[config.mk]
export PLATFORM = sky130hd
export DESIGN_NAME = core_lsu
export DESIGN_NICKNAME = d
export VERILOG_FILES = /design/src/rtl/core_lsu_pkg.sv /design/src/rtl/lsu_load_align.sv /design/src/rtl/core_lsu.sv
export SDC_FILE = /design/constraint.sdc
export NUM_CORES = 1
export LEC_CHECK = 0
export CAP_MARGIN = 20
export CORE_ASPECT_RATIO = 1.25
export CORE_UTILIZATION = 36
export CTS_BUF_LIST = sky130_fd_sc_hd__clkbuf_8
export DETAILED_ROUTE_END_ITERATION = 12
export PLACE_DENSITY = 0.75
export SYNTH_ARGS = -nofsm -noshare
export SYNTH_HDL_FRONTEND = slang
export SYNTH_HIERARCHICAL = 1
export SYNTH_SLANG_ARGS = --single-unit
[constraint.sdc]
create_clock -name i_clk -period 2 [get_ports i_clk]
set_input_delay 0.4 -clock i_clk [delete_from_list [all_inputs] [get_ports i_clk]]
set_output_delay 0.4 -clock i_clk [all_outputs]
set_load 0.01 [all_outputs]
[src/rtl/core_lsu_pkg.sv]
// Shared constants, FSM state type and store-side lane helpers for core_lsu.
package core_lsu_pkg;

    localparam logic [6:0] LOAD  = 7'b0000011;
    localparam logic [6:0] STORE = 7'b0100011;

    localparam logic [2:0] LB  = 3'd0;
    localparam logic [2:0] LH  = 3'd1;
    localparam logic [2:0] LW  = 3'd2;
    localparam logic [2:0] LBU = 3'd4;
    localparam logic [2:0] LHU = 3'd5;
    localparam logic [2:0] SB  = 3'd0;
    localparam logic [2:0] SH  = 3'd1;
    localparam logic [2:0] SW  = 3'd2;

    typedef enum logic [1:0] {IDLE, REQ, WAIT_R} lsu_state_t;

    // size = funct3[1:0]: 0 byte, 1 half, else word
    function automatic logic [3:0] lsu_be(input logic [1:0] size, input logic [1:0] off);
        case (size)
            2'b00:   lsu_be = 4'b0001 << off;
            2'b01:   lsu_be = 4'b0011 << {off[1], 1'b0};
            default: lsu_be = 4'b1111;
        endcase
    endfunction

    function automatic logic [31:0] lsu_wdata(input logic [1:0] size, input logic [31:0] wd);
        case (size)
            2'b00:   lsu_wdata = {4{wd[7:0]}};
            2'b01:   lsu_wdata = {2{wd[15:0]}};
            default: lsu_wdata = wd;
        endcase
    endfunction

endpackage

[src/rtl/lsu_load_align.sv]
// Extracts and sign/zero-extends the addressed byte/half of a load word.
module lsu_load_align
    import core_lsu_pkg::*;
#(
    parameter int unsigned XLEN = 32
) (
    input  logic [XLEN-1:0] rdata,
    input  logic [2:0]      funct3,
    input  logic [1:0]      off,
    output logic [XLEN-1:0] data
);

    logic [7:0]  b;
    logic [15:0] h;

    always_comb begin
        case (off)
            2'd0:    b = rdata[7:0];
            2'd1:    b = rdata[15:8];
            2'd2:    b = rdata[23:16];
            default: b = rdata[31:24];
        endcase
        h = off[1] ? rdata[31:16] : rdata[15:0];
        case (funct3)
            LB:      data = {{(XLEN-8){b[7]}}, b};
            LBU:     data = {{(XLEN-8){1'b0}}, b};
            LH:      data = {{(XLEN-16){h[15]}}, h};
            LHU:     data = {{(XLEN-16){1'b0}}, h};
            default: data = rdata;
        endcase
    end

endmodule

[src/rtl/core_lsu.sv]
// Load/store unit: one data-bus transaction at a time with pipeline hold and watchdog.
// Optional CORE_LSU_MISALIGN_EXC_EN: misaligned accesses raise o_misaligned instead of issuing.
module core_lsu
    import core_lsu_pkg::*;
#(
    parameter int unsigned XLEN           = 32,
    parameter int unsigned TIMEOUT_CYCLES = 255
) (
    input  logic            i_clk,
    input  logic            i_rst_n,
    input  logic            i_valid,
    input  logic [6:0]      i_opcode,
    input  logic [2:0]      i_funct3,
    input  logic [4:0]      i_rd,
    input  logic [XLEN-1:0] i_addr,
    input  logic [XLEN-1:0] i_wdata,
    output logic            o_ready,
    output logic            o_stall,
    output logic            o_dmem_req,
    output logic            o_dmem_we,
    output logic [3:0]      o_dmem_be,
    output logic [XLEN-1:0] o_dmem_addr,
    output logic [XLEN-1:0] o_dmem_wdata,
    input  logic            i_dmem_gnt,
    input  logic            i_dmem_rvalid,
    input  logic [XLEN-1:0] i_dmem_rdata,
    output logic            o_wb_valid,
    output logic [4:0]      o_wb_rd,
    output logic [XLEN-1:0] o_wb_data,
`ifdef CORE_LSU_MISALIGN_EXC_EN
    output logic            o_misaligned,
    output logic [XLEN-1:0] o_misaligned_addr,
`endif
    output logic            o_bus_err
);

    lsu_state_t      state, state_n;
    logic            is_load, is_store, legal, accept, timeout;
    logic [2:0]      f3_q;
    logic [4:0]      rd_q;
    logic [1:0]      off_q;
    logic [31:0]     wd_cnt;
    logic [XLEN-1:0] ld_data;

    always_comb begin
        is_load  = (i_opcode == LOAD) &&
                   (i_funct3 inside {LB, LH, LW, LBU, LHU});
        is_store = (i_opcode == STORE) && (i_funct3 inside {SB, SH, SW});
        legal    = i_valid && (is_load || is_store);
    end

`ifdef CORE_LSU_MISALIGN_EXC_EN
    logic mis;
    assign mis    = ((i_funct3[1:0] == 2'b01) && i_addr[0]) ||
                    ((i_funct3[1:0] == 2'b10) && (i_addr[1:0] != 2'b00));
    assign accept = legal && !mis;
`else
    assign accept = legal;
`endif

    // Counter value TIMEOUT_CYCLES-1 marks the last cycle allowed in REQ/WAIT_R
    assign timeout = (TIMEOUT_CYCLES != 0) && (wd_cnt == TIMEOUT_CYCLES - 1);

    always_ff @(posedge i_clk) begin
        if (!i_rst_n) state <= IDLE;
        else          state <= state_n;
    end

    always_comb begin
        state_n = state;
        case (state)
            IDLE:    if (accept) state_n = REQ;
            REQ:     if (i_dmem_gnt) state_n = o_dmem_we ? IDLE : WAIT_R;
                     else if (timeout) state_n = IDLE;
            WAIT_R:  if (i_dmem_rvalid || timeout) state_n = IDLE;
            default: state_n = IDLE;
        endcase
    end

    always_comb begin
        o_ready    = (state == IDLE);
        o_stall    = (state != IDLE);
        o_dmem_req = (state == REQ);
    end

    lsu_load_align #(.XLEN(XLEN)) u_align (
        .rdata  (i_dmem_rdata),
        .funct3 (f3_q),
        .off    (off_q),
        .data   (ld_data)
    );

    always_ff @(posedge i_clk) begin
        if (!i_rst_n) begin
            o_dmem_we    <= 1'b0;
            o_dmem_be    <= '0;
            o_dmem_addr  <= '0;
            o_dmem_wdata <= '0;
            f3_q         <= '0;
            rd_q         <= '0;
            off_q        <= '0;
            wd_cnt       <= '0;
            o_wb_valid   <= 1'b0;
            o_wb_rd      <= '0;
            o_wb_data    <= '0;
            o_bus_err    <= 1'b0;
        end else begin
            o_wb_valid <= 1'b0;
            o_bus_err  <= 1'b0;
            if (state == IDLE && accept) begin
                o_dmem_we    <= is_store;
                o_dmem_be    <= lsu_be(i_funct3[1:0], i_addr[1:0]);
                o_dmem_addr  <= {i_addr[XLEN-1:2], 2'b00};
                o_dmem_wdata <= lsu_wdata(i_funct3[1:0], i_wdata);
                f3_q         <= i_funct3;
                rd_q         <= i_rd;
                off_q        <= i_addr[1:0];
            end
            if (state == WAIT_R && i_dmem_rvalid) begin
                o_wb_valid <= (rd_q != 5'd0);
                o_wb_rd    <= rd_q;
                o_wb_data  <= ld_data;
            end
            if (timeout && ((state == REQ && !i_dmem_gnt) ||
                            (state == WAIT_R && !i_dmem_rvalid)))
                o_bus_err <= 1'b1;
            if (state == IDLE || state_n != state) wd_cnt <= '0;
            else                                   wd_cnt <= wd_cnt + 32'd1;
        end
    end

`ifdef CORE_LSU_MISALIGN_EXC_EN
    always_ff @(posedge i_clk) begin
        if (!i_rst_n) begin
            o_misaligned      <= 1'b0;
            o_misaligned_addr <= '0;
        end else begin
            o_misaligned <= (state == IDLE) && legal && mis;
            if (state == IDLE && legal && mis) o_misaligned_addr <= i_addr;
        end
    end
`endif

endmodule

==> results of run 1 <==
-- cell type report --
class                           instances  area [sq um]
Inverter                               16          61.3
Timing Repair Buffer                  286          2820
Clock inverter                         15           166
Sequential cell                       150          3010
Clock buffer                           17           234
Fill cell                            1754          8670
Tap cell                              232           290
Multi-Input combinational cell        649          3600
-- state kept, by name (all words and copies together) (netlist names) --
| register | flops |
|---|---|
| rd_q | 5 |
| state | 2 |
| o_wb_data | 32 |
| f3_q | 3 |
| off_q | 2 |
| o_wb_rd | 5 |
| o_dmem_we | 1 |
| o_wb_valid | 1 |
| o_dmem_wdata | 32 |
| o_dmem_addr | 30 |
| wd_cnt | 32 |
| o_dmem_be | 4 |
| o_bus_err | 1 |
-- synth_stat cells (2+ instances only) --
cell	n	area, sq um
mux2_4	2	30.0
nand3b_1	3	22.5
a21oi_1	118	591
or3_1	4	25.0
nor3_1	13	65.1
buf_4	3	22.5
nand2_1	221	830
buf_1	3	11.3
nand2b_1	2	12.5
o22ai_1	16	100
and2_1	2	12.5
mux2i_1	18	180
mux4_1	7	184
nand3_1	11	55.1
nand4_1	16	100
clkbuf_1	34	128
buf_6	8	90.1
inv_2	2	7.51
a311oi_1	15	131
o221ai_2	4	60.1
nor4_1	8	50.1
and4_1	6	52.6
a211oi_1	12	90.1
o221ai_1	3	26.3
a221oi_1	3	26.3
xnor2_1	6	52.6
o21ai_0	24	120
and3_1	3	18.8
xor2_1	18	158
nor2_1	84	315
buf_2	17	85.1
nor2b_1	12	75.1
inv_1	13	48.8
ha_1	2	25.0
dfxtp_1	150	3000
or2_2	3	18.8
-- final timing paths --
path	from	endpoint	cells after the start
worst min register to register	o_dmem_addr[7]$_SDFFE_PN0P_	o_dmem_addr[7]$_SDFFE_PN0P_	2
worst max-delay path	wd_cnt[0]$_SDFF_PP0_	wd_cnt[27]$_SDFF_PP0_	7
worst max register to register	wd_cnt[0]$_SDFF_PP0_	wd_cnt[27]$_SDFF_PP0_	7
worst min-delay path	o_dmem_addr[7]$_SDFFE_PN0P_	o_dmem_addr[7]$_SDFFE_PN0P_	2
-- worst register-to-register path, stage by stage (launching register included) --
cell      delay [ns]
dfxtp_1         0.33
inv_1           0.06
ha_1            0.13
nor4b_1         0.26
nand4_1         0.15
or2_2           0.39
o21bai_4        0.34
nor2_1          0.08
-- layer usage --
layer	vias to the layer above	wire, um	part of all wire [%]	track usage [%]
met5	-	0	0	0
met2	248	10700	50	38.1
met1	3306	8700	41	24.5
met3	47	1340	6.3	5.27
met4	0	657	3.1	9.52
li1	3505	-	-	-
-- power groups by stage --
stage               clock (mW)  combinational (mW)  sequential (mW)
floorplan                    0               0.180             3.06
global placement             0               0.529             3.06
detailed placement           0               0.531             3.06
CTS                       2.46               0.534             2.99
global route              2.58               0.573             2.99
finish                    2.38               0.538             2.99
-- cell usage in the layout (no fill, tap or decap), types with 3 or more instances in the layout --
cell | Yosys | final
nand3b_1 | 3 | 3
dfxtp_1 | 150 | 147
and3_1 | 3 | 3
o22ai_1 | 16 | 16
nor4_1 | 8 | 8
clkdlybuf4s50_1 | 0 | 221
nor3_1 | 13 | 13
dlygate4sd2_1 | 0 | 3
mux4_1 | 7 | 7
nand3_1 | 11 | 11
clkinvlp_4 | 0 | 4
or3_1 | 4 | 4
nand4_1 | 16 | 16
xnor2_1 | 6 | 6
xor2_1 | 18 | 18
nor2_1 | 84 | 84
inv_6 | 0 | 6
o221ai_2 | 4 | 4
a211oi_1 | 12 | 12
nor2b_1 | 12 | 11
buf_12 | 0 | 9
o221ai_1 | 3 | 3
nand2_1 | 221 | 221
inv_1 | 13 | 14
a21oi_1 | 118 | 118
buf_4 | 3 | 53
o21ai_0 | 24 | 24
and4_1 | 6 | 5
a221oi_1 | 3 | 3
clkbuf_8 | 0 | 17
mux2i_1 | 18 | 18
a311oi_1 | 15 | 15
-- cell families (layout without fill, tap and decap cells) --
group	Yosys count	count (layout)	synth area share (%)
XOR/XNOR	24	24	3.02
AND/OR/NAND/NOR	391	391	24.2
flip-flops	150	150	43.1
AO/OA/AOI/OAI	202	203	17.9
buffers and inverters	81	334	5.69
multiplexers	27	27	5.66
other	1	2	0.0538
adder cells (fa/ha/maj)	2	2	0.359
-- per-stage QoR --
step	setup TNS, ns	power [mW]	instance area (sq um)	instances
after CTS	0	5.98	10200	1364
after global routing	0	6.15	10200	1365
final	0	5.91	10200	1365
after floorplan	0	3.24	6970	879
after global placement	-8.72	3.59	9730	1331
after detailed placement	-8.32	3.59	9730	1331
-- timing repair --
item                       CTS  global route
pin swaps                    1             1
hold endpoints to repair     0             0
setup buffers                0             1
gates cloned                 1             0
setup endpoints to repair   25            14
gates resized for setup      9             1
==> flow_summary_export.csv, run 1 <==
group,metric,value,unit
floorplan,dieHeight,158,um
sta,drv_slew,0,
critical_path,critPathTopFamily,"simple AND/OR/NAND/NOR gates",
drt,firstDrtPassIters,5,
critical_path,slowest_stage,"or2_2",
clock_network,cts_root_buf,"clkbuf_8",
final_layout,antenna_cells,0,
synthesis,yosysWarnings,6,
critical_path,cp.arrival,2.20,ns
pwr,internal_power,4.44,mW
place,gp_congestion,0.888,
hold_path,holdCritPathClass,"flip-flop to flip-flop",
floorplan,start_util,37.0,%
critical_path,end_kind,"flip-flop",
pwr,power_frac_comb,9.1,%
critical_path,worstSetupPathType,"flip-flop to flip-flop",
sta,hold_viol_final,0,
sta,min_period_over_period,93.5,%
clock_network,clkSlewWorstSetupHoldPaths,0.09,ns
critical_path,crit_chain,"inv_1 > ha_1 > nor4b_1 > nand4_1 > or2_2 > o21bai_4 > nor2_1",
drt,drtIter0Drc,500,
sta,rsz0062_at_grt,"no",
critical_path,slowest_delay,0.39,ns
drt,vias_per_cell,5.21,
drt,antenna_left,0,
synthesis,syn_area,0.00697,sq mm
floorplan,pin_count,227,
pwr,peakVddDrop,0.370,mV
place,place_ws,-0.146,ns
sta,relSlewSlack,59.8,%
drt,num_vias,7106,
critical_path,crit_fanout,12,
sta,finClkSkew,0.0152,ns
place,hpwl,15.7,mm
sta,fmax,535,MHz
final_layout,area_growth,46.1,%
sta,tightest_slew,0.600,ns
status,status,"complete, no violations",
synthesis,synth.avg_cell_area,7.93,sq um
sta,worst_hold_slack,0.454,ns
final_layout,drive_above_1_share,10.2,%
pwr,p_seq_share,50.6,%
synthesis,ys_seq_area_share,43.1,%
synthesis,async_flop_share,0,%
floorplan,core_area,0.0188,sq mm
pwr,switchingPower,1.47,mW
run,drv_cap,0,
synthesis,syn_inst,878,
final_layout,post-route-util,54.0,%
clock_network,hold_buffers,0,
critical_path,critPathBufInv,1,
floorplan,die_area,0.0199,sq mm
grt,grt_usage,21.5,%
place,port-buffer-count,224,
grt,grt_pass1_vias,6690,
clock_network,htree_levels,4,
synthesis,synth-edff-count,0,
drt,wirelength,21.4,mm
clock_network,insertion_delay,0.45,ns
sta,postLayoutSetupSlackWorst,0.130,ns
grt,grt_pass1_wl,33.9,mm
grt,grt_overflow,0,
critical_path,r2r_slack,0.13,ns
pwr,netSwitchingFraction,24.9,%
pwr,powerDensity,581,mW/mm^2
final_layout,nets,1238,
clock_network,cts_buffers,17,
pwr,p_leak,3.47,nW
drt,post-route-drc-count,0,
floorplan,die_w,126,um
synthesis,ys_ff_latch,150,
clock_network,cts_tree,"built",
floorplan,rows,56,
grt,grt_max_degree,67,
clock_network,clockBufferDepth,2,
critical_path,cp.required,2.33,ns
synthesis,synth_ff_type,"dfxtp_1",
synthesis,ys_types,48,
critical_path,critPathLaunchType,"flip-flop",
pwr,p_clk_share,40.3,%
grt,antenna_found_initial,0,
clock_network,cts_sinks,150,
drt,wl_per_cell,15.7,um
sta,final.min_clock_period,1.87,ns
sta,setup_viol,0,
Note: power is estimated with default switching activity, not from simulation.
==> run 2, diff against run 1 <==
Settings changed: CORE_MARGIN set to 4, GPL_ROUTABILITY_DRIVEN set to 0, SLEW_MARGIN set to 40.
==> run 2 against run 1 <==
Compared with the run above: fmax increased by 2.1%; setup slack improved by 0.038 ns; critical endpoint is now o_dmem_wdata[8]$_SDFFE_PN0P_; die area grew 8.7%; register-to-register slack better by 0.12 ns; critical path type is now input port to flip-flop; worst hold slack is essentially flat; highest routed layer is now met5.
==> flow_summary_export.csv, run 2 (synthesis gave the netlist of run 1 again) <==
group,metric,value,unit
final_layout,seq_area,0.00301,sq mm
drt,firstDrtPassIters,5,
clock_network,clockBufferDepth,2,
grt,antenna_found_initial,1,
pwr,powerDensity,549,mW/mm^2
grt,grt_pass1_wl,34.8,mm
final_layout,stdcell_count,1368,
critical_path,cp.required,2.34,ns
clock_network,cts_tree,"built",
drt,wl_per_cell,16.0,um
grt,grt_overflow,0,
drt,wirelength,21.9,mm
sta,setup_tns,0,ns
pwr,internal_power,4.18,mW
final_layout,drive_above_1_share,10.5,%
status,status,"complete, no violations",
sta,hold_viol_final,0,
critical_path,crit_fanout,48,
pwr,p_seq_share,53.8,%
final_layout,antenna_cells,0,
place,place_inst,1333,
drt,num_vias,7093,
sta,final.min_clock_period,1.83,ns
critical_path,slowest_delay,0.50,ns
sta,worst_hold_slack,0.454,ns
critical_path,end_kind,"flip-flop",
place,port-buffer-count,224,
pwr,p_clk_share,36.3,%
sta,relSlewSlack,65.3,%
grt,grt_pass1_vias,6782,
sta,min_period_over_period,91.6,%
pwr,p_leak,3.46,nW
clock_network,clkSlewWorstSetupHoldPaths,0.08,ns
run,drv_cap,0,
floorplan,pin_count,227,
floorplan,start_util,36.8,%
drt,vias_per_cell,5.18,
clock_network,htree_levels,4,
grt,grt_usage,19.7,%
critical_path,crit_chain,"clkdlybuf4s50_1 > o21ai_0 > and4_4 > buf_12 > nor2_1 > a311oi_1",
sta,finClkSkew,0.0126,ns
floorplan,core_area,0.0189,sq mm
final_layout,multiInputGateArea,0.00361,sq mm
pwr,switchingPower,1.37,mW
critical_path,worstSetupPathType,"input port to flip-flop",
floorplan,rows,56,
sta,setup_viol,0,
pwr,netSwitchingFraction,24.7,%
sta,drv_slew,0,
grt,grt_max_degree,61,
hold_path,holdCritPathClass,"flip-flop to flip-flop",
pwr,peakVddDrop,0.286,mV
floorplan,die_area,0.0217,sq mm
drt,drtIter0Drc,557,
floorplan,dieHeight,164,um
clock_network,cts_buffers,17,
sta,rsz0062_at_grt,"no",
critical_path,critPathLaunchType,"input port",
sta,tightest_slew,0.516,ns
floorplan,die_w,132,um
final_layout,area_growth,45.4,%
drt,post-route-drc-count,0,
final_layout,n_fill_cell,1774,
pwr,power_frac_comb,9.9,%
drt,antenna_left,0,
final_layout,top_regs,"o_dmem_wdata: 32 flops, o_wb_data: 32 flops, wd_cnt: 32 flops",
critical_path,slowest_stage,"clkdlybuf4s50_1",
clock_network,cts_sinks,150,
place,hpwl,16.2,mm
clock_network,insertion_delay,0.45,ns
final_layout,layout_common_cells,"nand2_1 (221), clkdlybuf4s50_1 (221), dfxtp_1 (147)",
critical_path,cp.arrival,2.18,ns
clock_network,cts_root_buf,"clkbuf_8",
sta,fmax,546,MHz
final_layout,nets,1242,
-- run 2: changes by cell type in the layout (fill, tap and decap cells not counted), sizes merged --
cell and change:
clkinvlp -1, clkinv +7, clkbuf +1, bufinv -2, buf +4, inv -6
-- run 2: power groups by stage --
| stage | Sequential [mW] | Combinational [mW] | Clock [mW] |
|---|---|---|---|
| after floorplan | 3.06 | 0.180 | 0 |
| after global placement | 3.06 | 0.539 | 0 |
| after detailed placement | 3.06 | 0.540 | 0 |
| after CTS | 2.99 | 0.544 | 2.10 |
| after global routing | 2.99 | 0.583 | 2.21 |
| final | 2.99 | 0.548 | 2.02 |
-- run 2: through the flow --
step | total power, mW | instance area [sq um] | utilization (%) | worst slack (ns)
final | 5.55 | 10100 | 53.5 | 0.168
after global routing | 5.79 | 10100 | 53.5 | 0.0443
after CTS | 5.63 | 10100 | 53.3 | 0.102
after detailed placement | 3.60 | 9720 | 51.4 | -0.303
after global placement | 3.60 | 9720 | 51.4 | -0.137
after floorplan | 3.24 | 6970 | - | 0.302
-- run 2: worst paths after layout --
kind,start,end,slack (ns),depth (start not counted)
setup reg to reg,wd_cnt[0]$_SDFF_PP0_,state[0]$_SDFF_PN0_,0.25,8
setup / recovery,i_funct3[1],o_dmem_wdata[8]$_SDFFE_PN0P_,0.17,6
hold / removal,o_wb_rd[4]$_SDFFE_PN0P_,o_wb_rd[4]$_SDFFE_PN0P_,0.45,2
hold reg to reg,o_wb_rd[4]$_SDFFE_PN0P_,o_wb_rd[4]$_SDFFE_PN0P_,0.45,2
-- run 2: metal layers --
metal | GRT usage, % | vias to the layer above | wire, um
met5 | 0 | - | 13
met4 | 7.70 | 2 | 678
met3 | 4.68 | 53 | 1510
met2 | 35.4 | 252 | 10900
met1 | 22.7 | 3266 | 8780
li1 | - | 3520 | -
-- run 2: worst max-delay path: cells and delay by family --
kind | cells | cell delay [ns]
AOI/OAI and AO/OA | 2 | 0.61
buffers and inverters | 2 | 0.73
and+or+nand+nor | 2 | 0.42
-- run 2: final cells by class --
| class | count | share of cell area, % |
|---|---|---|
| multi-input combinational | 649 | 35.6 |
| sequential | 150 | 29.7 |
| timing repair buffer | 290 | 27.9 |
| tap | 232 | 2.87 |
| clock buffer | 18 | 2.45 |
| clock inverter | 13 | 0.853 |
| inverter | 16 | 0.606 |
-- run 2: repair_timing --
item | 4_1_cts | 5_1_grt
gates resized for setup | 9 | 2
hold buffers | 0 | 0
buffers inserted | 0 | 3
hold endpoints to repair | 0 | 0
gates cloned | 1 | 0
endpoints found under the setup margin | 26 | 27
pin swaps | 1 | 2
==> run 3, diff against run 2 <==
Settings changed: ABC_CLOCK_PERIOD_IN_PS set to 2000.
==> results of run 3 <==
Same layout as run 2: the final DEF is identical, and so are final timing and power.
